## src/rtl/mlp_epoch_sequencer_pkg.sv

```systemverilog
// rtl/mlp_epoch_sequencer_pkg.sv - shared fixed-point type, constants and FSM states
package mlp_epoch_sequencer_pkg;

  // Q8.8 signed fixed point used on every MLP data path.
  typedef logic signed [15:0] sfp;

  localparam sfp ONE  = 16'sh0100;
  localparam sfp HALF = 16'sh0080;

  typedef enum logic [2:0] {
    IDLE,
    TRAIN,
    EVAL,
    DRAIN,
    DONE
  } seq_state_e;

  // Class decision used by scoring: true when the value falls below the threshold.
  function automatic logic below(input sfp a, input sfp t);
    return $signed(a) < $signed(t);
  endfunction

endpackage

```

## src/rtl/mlp_score_pipe.sv

```systemverilog
// rtl/mlp_score_pipe.sv - eval-sample delay line, threshold compare and running correct counter
module mlp_score_pipe
  import mlp_epoch_sequencer_pkg::*;
#(
  parameter int OUTPUTS      = 1,
  parameter int PRED_LATENCY = 1,
  parameter int CW           = 3
) (
  input  logic                 clk,
  input  logic                 rst,
  input  logic                 clear,
  input  logic                 in_valid,
  input  sfp   [OUTPUTS-1:0]   in_expected,
  input  sfp   [OUTPUTS-1:0]   prediction,
  input  sfp                   threshold,
  output logic [CW-1:0]        count_final
);

  logic [PRED_LATENCY-1:0] vld;
  sfp   [OUTPUTS-1:0]      exp_q [PRED_LATENCY];
  logic [CW-1:0]           count;
  logic                    hit;
  logic                    out_valid;

  // Carry each eval sample's target alongside its valid bit until its prediction is ready.
  always_ff @(posedge clk) begin
    if (rst) begin
      vld <= '0;
    end else begin
      vld[0] <= in_valid;
      for (int i = 1; i < PRED_LATENCY; i++) begin
        vld[i] <= vld[i-1];
      end
    end
    exp_q[0] <= in_expected;
    for (int i = 1; i < PRED_LATENCY; i++) begin
      exp_q[i] <= exp_q[i-1];
    end
  end

  assign out_valid = vld[PRED_LATENCY-1];

  // A sample is correct when prediction and target land on the same side of the threshold for every output.
  always_comb begin
    hit = 1'b1;
    for (int j = 0; j < OUTPUTS; j++) begin
      if (below(prediction[j], threshold) != below(exp_q[PRED_LATENCY-1][j], threshold)) begin
        hit = 1'b0;
      end
    end
  end

  // The final value includes the sample emerging this cycle so the sequencer can latch it at pass end.
  assign count_final = count + CW'(out_valid && hit);

  // Running count of correct samples within the current eval pass.
  always_ff @(posedge clk) begin
    if (rst || clear) begin
      count <= '0;
    end else begin
      count <= count_final;
    end
  end

endmodule

```

## src/rtl/mlp_epoch_sequencer.sv

```systemverilog
// rtl/mlp_epoch_sequencer.sv - dataset store and train/eval epoch sequencer feeding an MLP
module mlp_epoch_sequencer
  import mlp_epoch_sequencer_pkg::*;
#(
  parameter int INPUTS       = 2,
  parameter int OUTPUTS      = 1,
  parameter int NUM_SAMPLES  = 4,
  parameter int NUM_EPOCHS   = 100,
  parameter int PRED_LATENCY = 1,
  localparam int AW = (NUM_SAMPLES > 1) ? $clog2(NUM_SAMPLES) : 1,
  localparam int EW = (NUM_EPOCHS > 1) ? $clog2(NUM_EPOCHS + 1) : 1,
  localparam int CW = $clog2(NUM_SAMPLES + 1),
  localparam int DW = $clog2(PRED_LATENCY + 1)
) (
  input  logic                 clk,
  input  logic                 rst,
  input  logic                 load_en,
  input  logic [AW-1:0]        load_addr,
  input  sfp   [INPUTS-1:0]    load_values,
  input  sfp   [OUTPUTS-1:0]   load_expected,
  input  logic                 start,
  input  sfp                   threshold,
  output sfp   [INPUTS-1:0]    values,
  output sfp   [OUTPUTS-1:0]   expected,
  output logic                 training,
  input  sfp   [OUTPUTS-1:0]   prediction,
  output logic                 busy,
  output logic [EW-1:0]        epoch,
  output logic                 epoch_done,
  output logic [CW-1:0]        correct_count,
  output logic                 done
);

  localparam logic [AW-1:0] LAST_K     = AW'(NUM_SAMPLES - 1);
  localparam logic [EW-1:0] LAST_EPOCH = EW'(NUM_EPOCHS - 1);
  localparam logic [DW-1:0] DRAIN_END  = DW'(PRED_LATENCY);

  sfp [INPUTS-1:0]  mem_v [NUM_SAMPLES];
  sfp [OUTPUTS-1:0] mem_e [NUM_SAMPLES];

  seq_state_e       state;
  logic [AW-1:0]    k;
  logic [DW-1:0]    dcnt;
  sfp               thr_q;
  logic             eval_valid;
  logic             score_clear;
  logic [CW-1:0]    count_final;
  logic             idle_ok;

  // The final DONE cycle still has busy high, so commands there are ignored too.
  assign idle_ok = ((state == IDLE) || (state == DONE)) && !busy;

  // Dataset write port; deliberately not reset so contents survive rst and runs.
  always_ff @(posedge clk) begin
    if (load_en && idle_ok && (int'(load_addr) < NUM_SAMPLES)) begin
      mem_v[load_addr] <= load_values;
      mem_e[load_addr] <= load_expected;
    end
  end

  // Epoch sequencer: issues sample indices, registers MLP-facing outputs, and closes each eval pass.
  always_ff @(posedge clk) begin
    if (rst) begin
      state         <= IDLE;
      k             <= '0;
      dcnt          <= '0;
      thr_q         <= '0;
      values        <= '0;
      expected      <= '0;
      training      <= 1'b0;
      eval_valid    <= 1'b0;
      score_clear   <= 1'b0;
      busy          <= 1'b0;
      epoch         <= '0;
      epoch_done    <= 1'b0;
      correct_count <= '0;
      done          <= 1'b0;
    end else begin
      values      <= '0;
      expected    <= '0;
      training    <= 1'b0;
      eval_valid  <= 1'b0;
      score_clear <= 1'b0;
      epoch_done  <= 1'b0;
      case (state)
        IDLE, DONE: begin
          if (state == DONE && busy) begin
            busy <= 1'b0;
            done <= 1'b1;
          end else if (start) begin
            thr_q <= threshold;
            state <= TRAIN;
            k     <= '0;
            epoch <= '0;
            done  <= 1'b0;
            busy  <= 1'b1;
          end
        end
        TRAIN: begin
          values   <= mem_v[k];
          expected <= mem_e[k];
          training <= 1'b1;
          if (k == LAST_K) begin
            k           <= '0;
            state       <= EVAL;
            score_clear <= 1'b1;
          end else begin
            k <= k + 1'b1;
          end
        end
        EVAL: begin
          values     <= mem_v[k];
          expected   <= mem_e[k];
          eval_valid <= 1'b1;
          if (k == LAST_K) begin
            k     <= '0;
            dcnt  <= '0;
            state <= DRAIN;
          end else begin
            k <= k + 1'b1;
          end
        end
        DRAIN: begin
          if (dcnt == DRAIN_END) begin
            epoch_done    <= 1'b1;
            correct_count <= count_final;
            if (epoch == LAST_EPOCH) begin
              state <= DONE;
            end else begin
              epoch <= epoch + 1'b1;
              k     <= '0;
              state <= TRAIN;
            end
          end else begin
            dcnt <= dcnt + 1'b1;
          end
        end
        default: state <= IDLE;
      endcase
    end
  end

  mlp_score_pipe #(
    .OUTPUTS      (OUTPUTS),
    .PRED_LATENCY (PRED_LATENCY),
    .CW           (CW)
  ) u_score (
    .clk         (clk),
    .rst         (rst),
    .clear       (score_clear),
    .in_valid    (eval_valid),
    .in_expected (expected),
    .prediction  (prediction),
    .threshold   (thr_q),
    .count_final (count_final)
  );

endmodule

```

## config.mk

```make
export PLATFORM = sky130hd
export DESIGN_NAME = mlp_epoch_sequencer
export DESIGN_NICKNAME = d
export VERILOG_FILES = /design/src/rtl/mlp_epoch_sequencer_pkg.sv /design/src/rtl/mlp_score_pipe.sv /design/src/rtl/mlp_epoch_sequencer.sv
export SDC_FILE = /design/constraint.sdc
export NUM_CORES = 1
export LEC_CHECK = 0
export CAP_MARGIN = 25
export CORE_ASPECT_RATIO = 0.75
export CORE_MARGIN = 10
export CORE_UTILIZATION = 54
export DETAILED_ROUTE_END_ITERATION = 12
export HOLD_SLACK_MARGIN = 0.1
export MAX_ROUTING_LAYER = met4
export PLACE_DENSITY = 0.79
export SETUP_SLACK_MARGIN = 0.5
export SLEW_MARGIN = 20
export SYNTH_ARGS = -nofsm -noshare
export SYNTH_HDL_FRONTEND = slang
export SYNTH_SLANG_ARGS = --single-unit
```

## constraint.sdc

```tcl
create_clock -name clk -period 8 [get_ports clk]
set_clock_uncertainty 0.15 [all_clocks]
set_input_delay 1.6 -clock clk [delete_from_list [all_inputs] [get_ports clk]]
set_output_delay 1.6 -clock clk [all_outputs]
set_load 0.02 [all_outputs]
```

==> Word-level counts from Yosys, hierarchy flattened <==
Memories as Yosys holds them, arrays and structs flattened. A register that Yosys moved wholly into a read port is not among the register bits.
Cells that the tools add are included.
{ "totals": {"regBits": 42, "mem_bits_rw": 208, "wordCells": 96, "n_memories": 3} }
{ "mem_list": {"columns": ["memory", "words", "width", "read_ports", "rd_ports_with_merged_regs", "wr", "line_no", "text"], "rows": [
  ["mem_v", 4, 32, 1, 1, 1, "mlp_epoch_sequencer.sv:38", "sfp [INPUTS-1:0] mem_v [NUM_SAMPLES];"],
  ["mem_e", 4, 16, 1, 1, 1, "mlp_epoch_sequencer.sv:39", "sfp [OUTPUTS-1:0] mem_e [NUM_SAMPLES];"],
  ["u_score.exp_q", 1, 16, 1, 0, 1, "mlp_score_pipe.sv:20", "sfp [OUTPUTS-1:0] exp_q [PRED_LATENCY];"]
]} }
{ "op_classes": {"addsub": 4, "order_cmp": 2, "n_eq_ne": 13, "mux": 32, "bitwise": 4, "n_reduce_logical": 24} }
{ "op_table": {"columns": ["cell", "n"], "rows": [
  ["16-bit less-than comparator", 2],
  ["7-bit 2-to-1 mux", 4],
  ["3-bit 2-to-1 mux", 6],
  ["5-bit AND reduction", 3],
  ["7-bit case mux with 2 select lines", 1],
  ["1-bit 2-to-1 mux", 13],
  ["2-bit != test (second input constant)", 6],
  ["3-bit case mux with 4 select lines", 1],
  ["2-bit 2-to-1 mux", 5],
  ["2-bit OR reduction", 5],
  ["7-bit by 1-bit adder with 7-bit output (second input constant)", 1],
  ["7-bit == test (second input constant)", 1],
  ["3-bit by 2-bit == test with 1-bit output (second input constant)", 2],
  ["2-bit case mux with 3 select lines", 1],
  ["2-bit AND reduction", 3],
  ["2-bit nonzero test", 3],
  ["1-bit logical AND", 4],
  ["1-bit inverter", 4],
  ["3-bit by 1-bit adder with 3-bit output", 1],
  ["3-bit by 1-bit == test with 1-bit output (second input constant)", 1],
  ["3-bit == test (second input constant)", 1],
  ["3-bit zero test", 1],
  ["3-bit AND reduction", 1],
  ["3-bit nonzero test", 1],
  ["7 further kinds", 8]
]} }

==> Longest topological paths before layout <==
{ "depth": {"ltp_word": 6, "mapped_depth": 14, "depth_no_buf": 14} }

==> Modules after synthesis <==
Synthesis repeated with hierarchy kept, for this count alone.
{ "hier_totals": {"cells_unflattened": 658, "hier_area_um2": 11066.9} }
{ "modules_own_cells": {"columns": ["module", "n_inst", "cells_each", "area_per_inst_um2", "seq_area_each_um2"], "rows": [
  ["mlp_epoch_sequencer", 1, 535, 9860.7, 7487.2],
  ["mlp_score_pipe", 1, 123, 1206.2, 400.4]
]} }

==> Worst setup path before layout <==
No wires, ideal clock.
{ "synth_timing": {"path_kind": "in2reg", "startpoint": "input port load_en", "endpoint": "memory mem_e[0][0] in the netlist's numbering (enable)", "arrival_ns": 5.469, "t_required_ns": 7.326, "setup_slack_ns": 1.857, "stages": 2, "path_cell_list": "nor3b_1 nor3b_1"} }
{ "synth_via": {"elab_chain_cells": 3} }
{ "synth_rtl": {"columns": ["item", "line_no", "text"], "rows": [
  ["from (decl)", "mlp_epoch_sequencer.sv:17", "input logic load_en,"],
  ["1-bit logical AND", "mlp_epoch_sequencer.sv:55", "if (load_en && idle_ok && (int'(load_addr) < NUM_SAMPLES)) begin"],
  ["1-bit 2-to-1 mux", "mlp_epoch_sequencer.sv:55", null],
  ["1-bit 2-to-1 mux (implied by the code)", "mlp_epoch_sequencer.sv:57", "mem_e[load_addr] <= load_expected;"],
  ["to (decl)", "mlp_epoch_sequencer.sv:39", null]
]} }
Every way passes these cells.

==> Final worst setup path <==
{ "layout_timing": {"startpoint": "input port prediction[15] in the netlist's numbering", "endpoint": "register correct_count[2]"} }
{ "layout_via": {"elab_chain_cells": 5} }
{ "layout_rtl": {"columns": ["item", "line_no", "text"], "rows": [
  ["from (decl)", "mlp_epoch_sequencer.sv:26", "input sfp [OUTPUTS-1:0] prediction,"],
  ["16-bit less-than comparator", "mlp_epoch_sequencer_pkg.sv:20", "return $signed(a) < $signed(t);"],
  ["1-bit != test", "mlp_score_pipe.sv:47", "if (below(prediction[j], threshold) != below(exp_q[PRED_LATENCY-1][j], threshold)) begin"],
  ["1-bit 2-to-1 mux", "mlp_score_pipe.sv:47", null],
  ["1-bit logical AND", "mlp_score_pipe.sv:54", "assign count_final = count + CW'(out_valid && hit);"],
  ["3-bit by 1-bit adder with 3-bit output", "mlp_score_pipe.sv:54", null],
  ["to (signal assigned)", "mlp_epoch_sequencer.sv:126", "correct_count <= count_final;"],
  ["to (decl)", "mlp_epoch_sequencer.sv:30", "output logic [CW-1:0] correct_count,"]
]} }
Every way passes these cells.
A chain may end at the register's enable or synchronous reset.

==> results.md <==
- Status: finished clean
- Number of nets in the layout: 928
- Cell family with most CP delay: compound AO/OA/AOI/OAI gates
- Synth Area in XOR/XNOR: less than 1%
- Critical R2R Launch: thr_q[2]
- R2R Setup Slk: 4.79 ns
- Reg area: between 0.007 and 0.008 mm2
- Dpl cell area: 0.0127 mm2
- Min-Delay Path Depth: 0
- Final setup margin: 3.95 ns
- Gpl congestion: 0.898
- Yosys reg bits: 298
- Final ANT Viol Nets: 0
- Main flop type after synthesis: edfxtp_1
- DP Cell Count: 1,032
- Via count: about 6,000
- Fillers: 1,253
- Synth Cell Area: around 0.011 mm2
- DR WL/cell: roughly 20 um
- Synth Area in Simple Gates: 7.00%
- Largest family of logic cells by synthesized area: multiplexers
- Final Cycle Share: 50.6%
- Worst R2R Path Depth: 14
- Input/output buffers: 147
- Startpoint Class: primary input
- CTS tree: yes
- Post-CTS resize count: 0
- Required time of the worst setup path: 8.25 ns
- DP HPWL: 13,900 um
- Avg Cell Area, Syn: 16.8 um2
- # rows: 44
- Most numerous cell in the Yosys netlist: edfxtp_1
- Footprint of the multi-input gates: roughly 0.0029 mm2
- PwrDens: 247 mW/mm2
- Maximum VDD drop: approximately 0.15 mV
- Synth unique cells: 45
- Synth Instances: between 600 and 700
- GR Overflow Total: 0
- Initial Util: approximately 56%
- H-tree levels: 1
- YS warnings: 0
- Slew Limit Fails: 0
- Leakage power: roughly 4.6 nW
- Clk root buf: clkbuf_16
- Synth Area in Adders: 3.89%
- Post-synth ARST share: 0%
- Worst hold endpoint: u_score.exp_q[0][5]
- Yosys top cell by area: edfxtp_1
- Routed vias/inst: 5.52
- Worst slew margin: 30.7%
- Die area: 0.0264 mm2
- Area grow syn2layout: 24.8%
- Final WL: between 20,000 and 25,000 um
- Syn Nets: 771
- Critical Path Sink Type: flop
- # hold bufs at CTS: 0
- Design Area, Final: 0.0136 mm2
- Initial antenna violation count: 2
- Beginning of the worst hold path: expected[5]
- Clock Path Buffers: 3
- R2R Path End: correct_count[2]
- Max incr delay on CP: ~0.42 ns
- Crit path max-delay cell type: clkdlybuf4s50_1
- CP dominant cell by count: ha_1
- Clk_lat worst skew: ~0.53 ns
- Fin cells: ~1,100
- Pre-CTS WS: 3.47 ns
- Worst Path Buf+Inv: 1
- Sequential-to-total area share from yosys stat: 72.2%
- Worst Path Max Fanout: 4
- Worst slew pin tran: between 1 and 1.5 ns
- Max-cap violations: 0
- Final setup TNS: 0 ns
- Peak Freq: between 0.2 and 0.25 GHz
- Largest net degree at the start of global routing: 49
- Ranking of synthesized cells by area: edfxtp_1, dfxtp_1, mux4_2
- Mux contribution to synthesized area: 11.4%
- DRT iter0 DRCs: 354
- RSZ-0062 raised after global routing: false
- First-pass GRT wire length: 34,700 um
- Hold WC Path Type: flop to flop
- Post-synth EDFFs: 192
- Share of layout cells above drive strength 1: roughly an eighth
- CP Cell Sequence: clkdlybuf4s50_1 -> ha_1 -> nand4_1 -> nor4_1 -> a211oi_1 -> o2111a_1 -> a211o_1 -> a21boi_2 -> ha_1 -> ha_1 -> xnor2_1 -> nor2_1 -> a21oi_1 -> nor2_1
- Vias in the first global route: 6,551
- CTS clock-pin slew for the worst setup and hold paths: approximately 0.060 ns
- Pre-antenna DRT Iters: 4
- Minimum clock period: roughly 4.0 ns
- Die X-Extent: 184 um
- Crit path DAT: 4.30 ns
- Hold Fails Final Rpt: 0
- Most frequent cells after synthesis: edfxtp_1, dfxtp_1, nor2b_1
- Area share of the largest cell type after synthesis: 52.8%
- TritonCTS buffer count: 27
- Post-CTS Setup Repair Bufs: 0
- CTS sink count: slightly below 300
- Setup violations, final: 0
- Setup Crit Path Kind: primary input to flop
- Core region area: between 0.015 and 0.02 mm2
- I/O pin total: 148
- Global routing usage summed across all routing layers: ~17%
- Synth Area in Compound Gates: under 10%
- Drt drc: 0
- Die height: 143 um
-- cells by family (layout without fill, tap and decap cells) --
family / Yosys count / after routing
AO/OA/AOI/OAI: 60 / 60
flip-flops: 298 / 298
multiplexers: 65 / 65
other: 0 / 2
buffers and inverters: 50 / 228
AND/OR/NAND/NOR: 140 / 140
XOR/XNOR: 4 / 4
adder cells (fa/ha/maj): 34 / 34
-- worst max-delay path by stage --
stage | endpoint | startpoint | cells past startpoint | slack, ns
2_1_floorplan | mem_e[0][0] | load_en | 2 | 1.86
3_3_place_gp | correct_count[2] | prediction[15] | 14 | 3.55
3_5_place_dp | correct_count[2] | prediction[15] | 14 | 3.47
4_1_cts | correct_count[2] | prediction[15] | 14 | 4.01
5_1_grt | correct_count[2] | prediction[15] | 14 | 3.78
6_report | correct_count[2] | prediction[15] | 14 | 3.95
-- metal layers --
metal	vias to the layer above	track usage, %	routed length (um)
met5	-	-	0
met4	0	3.53	326
met3	28	4.61	1730
met2	209	27.2	10300
met1	2965	21.8	9590
li1	2786	-	-
-- cells in the final DEF, fill, tap and decap left out, types with 13 or more instances in the layout --
cell	instances
edfxtp_1	192
clkdlybuf4s50_1	147
dfxtp_1	104
nor2b_1	49
mux4_2	48
ha_1	34
nor2_1	29
clkbuf_16	27
inv_1	23
a21oi_1	23
mux2i_1	17
o21ai_0	16
nand2_1	13
-- where the power goes --
group | total, mW | internal, mW | leakage [nW] | switching [mW]
Clock | 1.30 | 0.767 | 0.450 | 0.530
Sequential | 1.73 | 1.70 | 2.61 | 0.0309
Combinational | 0.338 | 0.173 | 1.58 | 0.165
Total | 3.37 | 2.64 | 4.64 | 0.726
-- cell type report --
type | count | area share [%]
inverters | 23 | 0.633
clock buffers | 32 | 5.24
repair buffers | 155 | 11.3
diodes | 2 | 0.0367
multi-input cells | 303 | 21.1
flip-flops and latches | 298 | 57.9
well taps | 253 | 2.32
clock inverters | 18 | 1.43
-- metrics by stage --
| stage | utilization (%) | total power, mW | hold WS (ns) |
|---|---|---|---|
| after detailed placement | 64.9 | 2.10 | 0.185 |
| final | 69.6 | 3.37 | 0.198 |
| after CTS | 69.5 | 3.40 | 0.196 |
| after global placement | 64.8 | 2.09 | 0.187 |
| after floorplan | - | 1.96 | 0.264 |
| after global routing | 69.6 | 3.50 | 0.210 |
-- sequential cells by signal, summed over array words and instances (netlist names) --
signal,cells
training,1
u_score.out_valid,1
score_clear,1
mem_v,128
values,32
mem_e,64
eval_valid,1
done,1
epoch_done,1
state,3
busy,1
k,2
epoch,7
thr_q,16
u_score.exp_q,16
correct_count,3
dcnt,1
u_score.count,3
expected,16
Power figures use the tool's default switching activity.
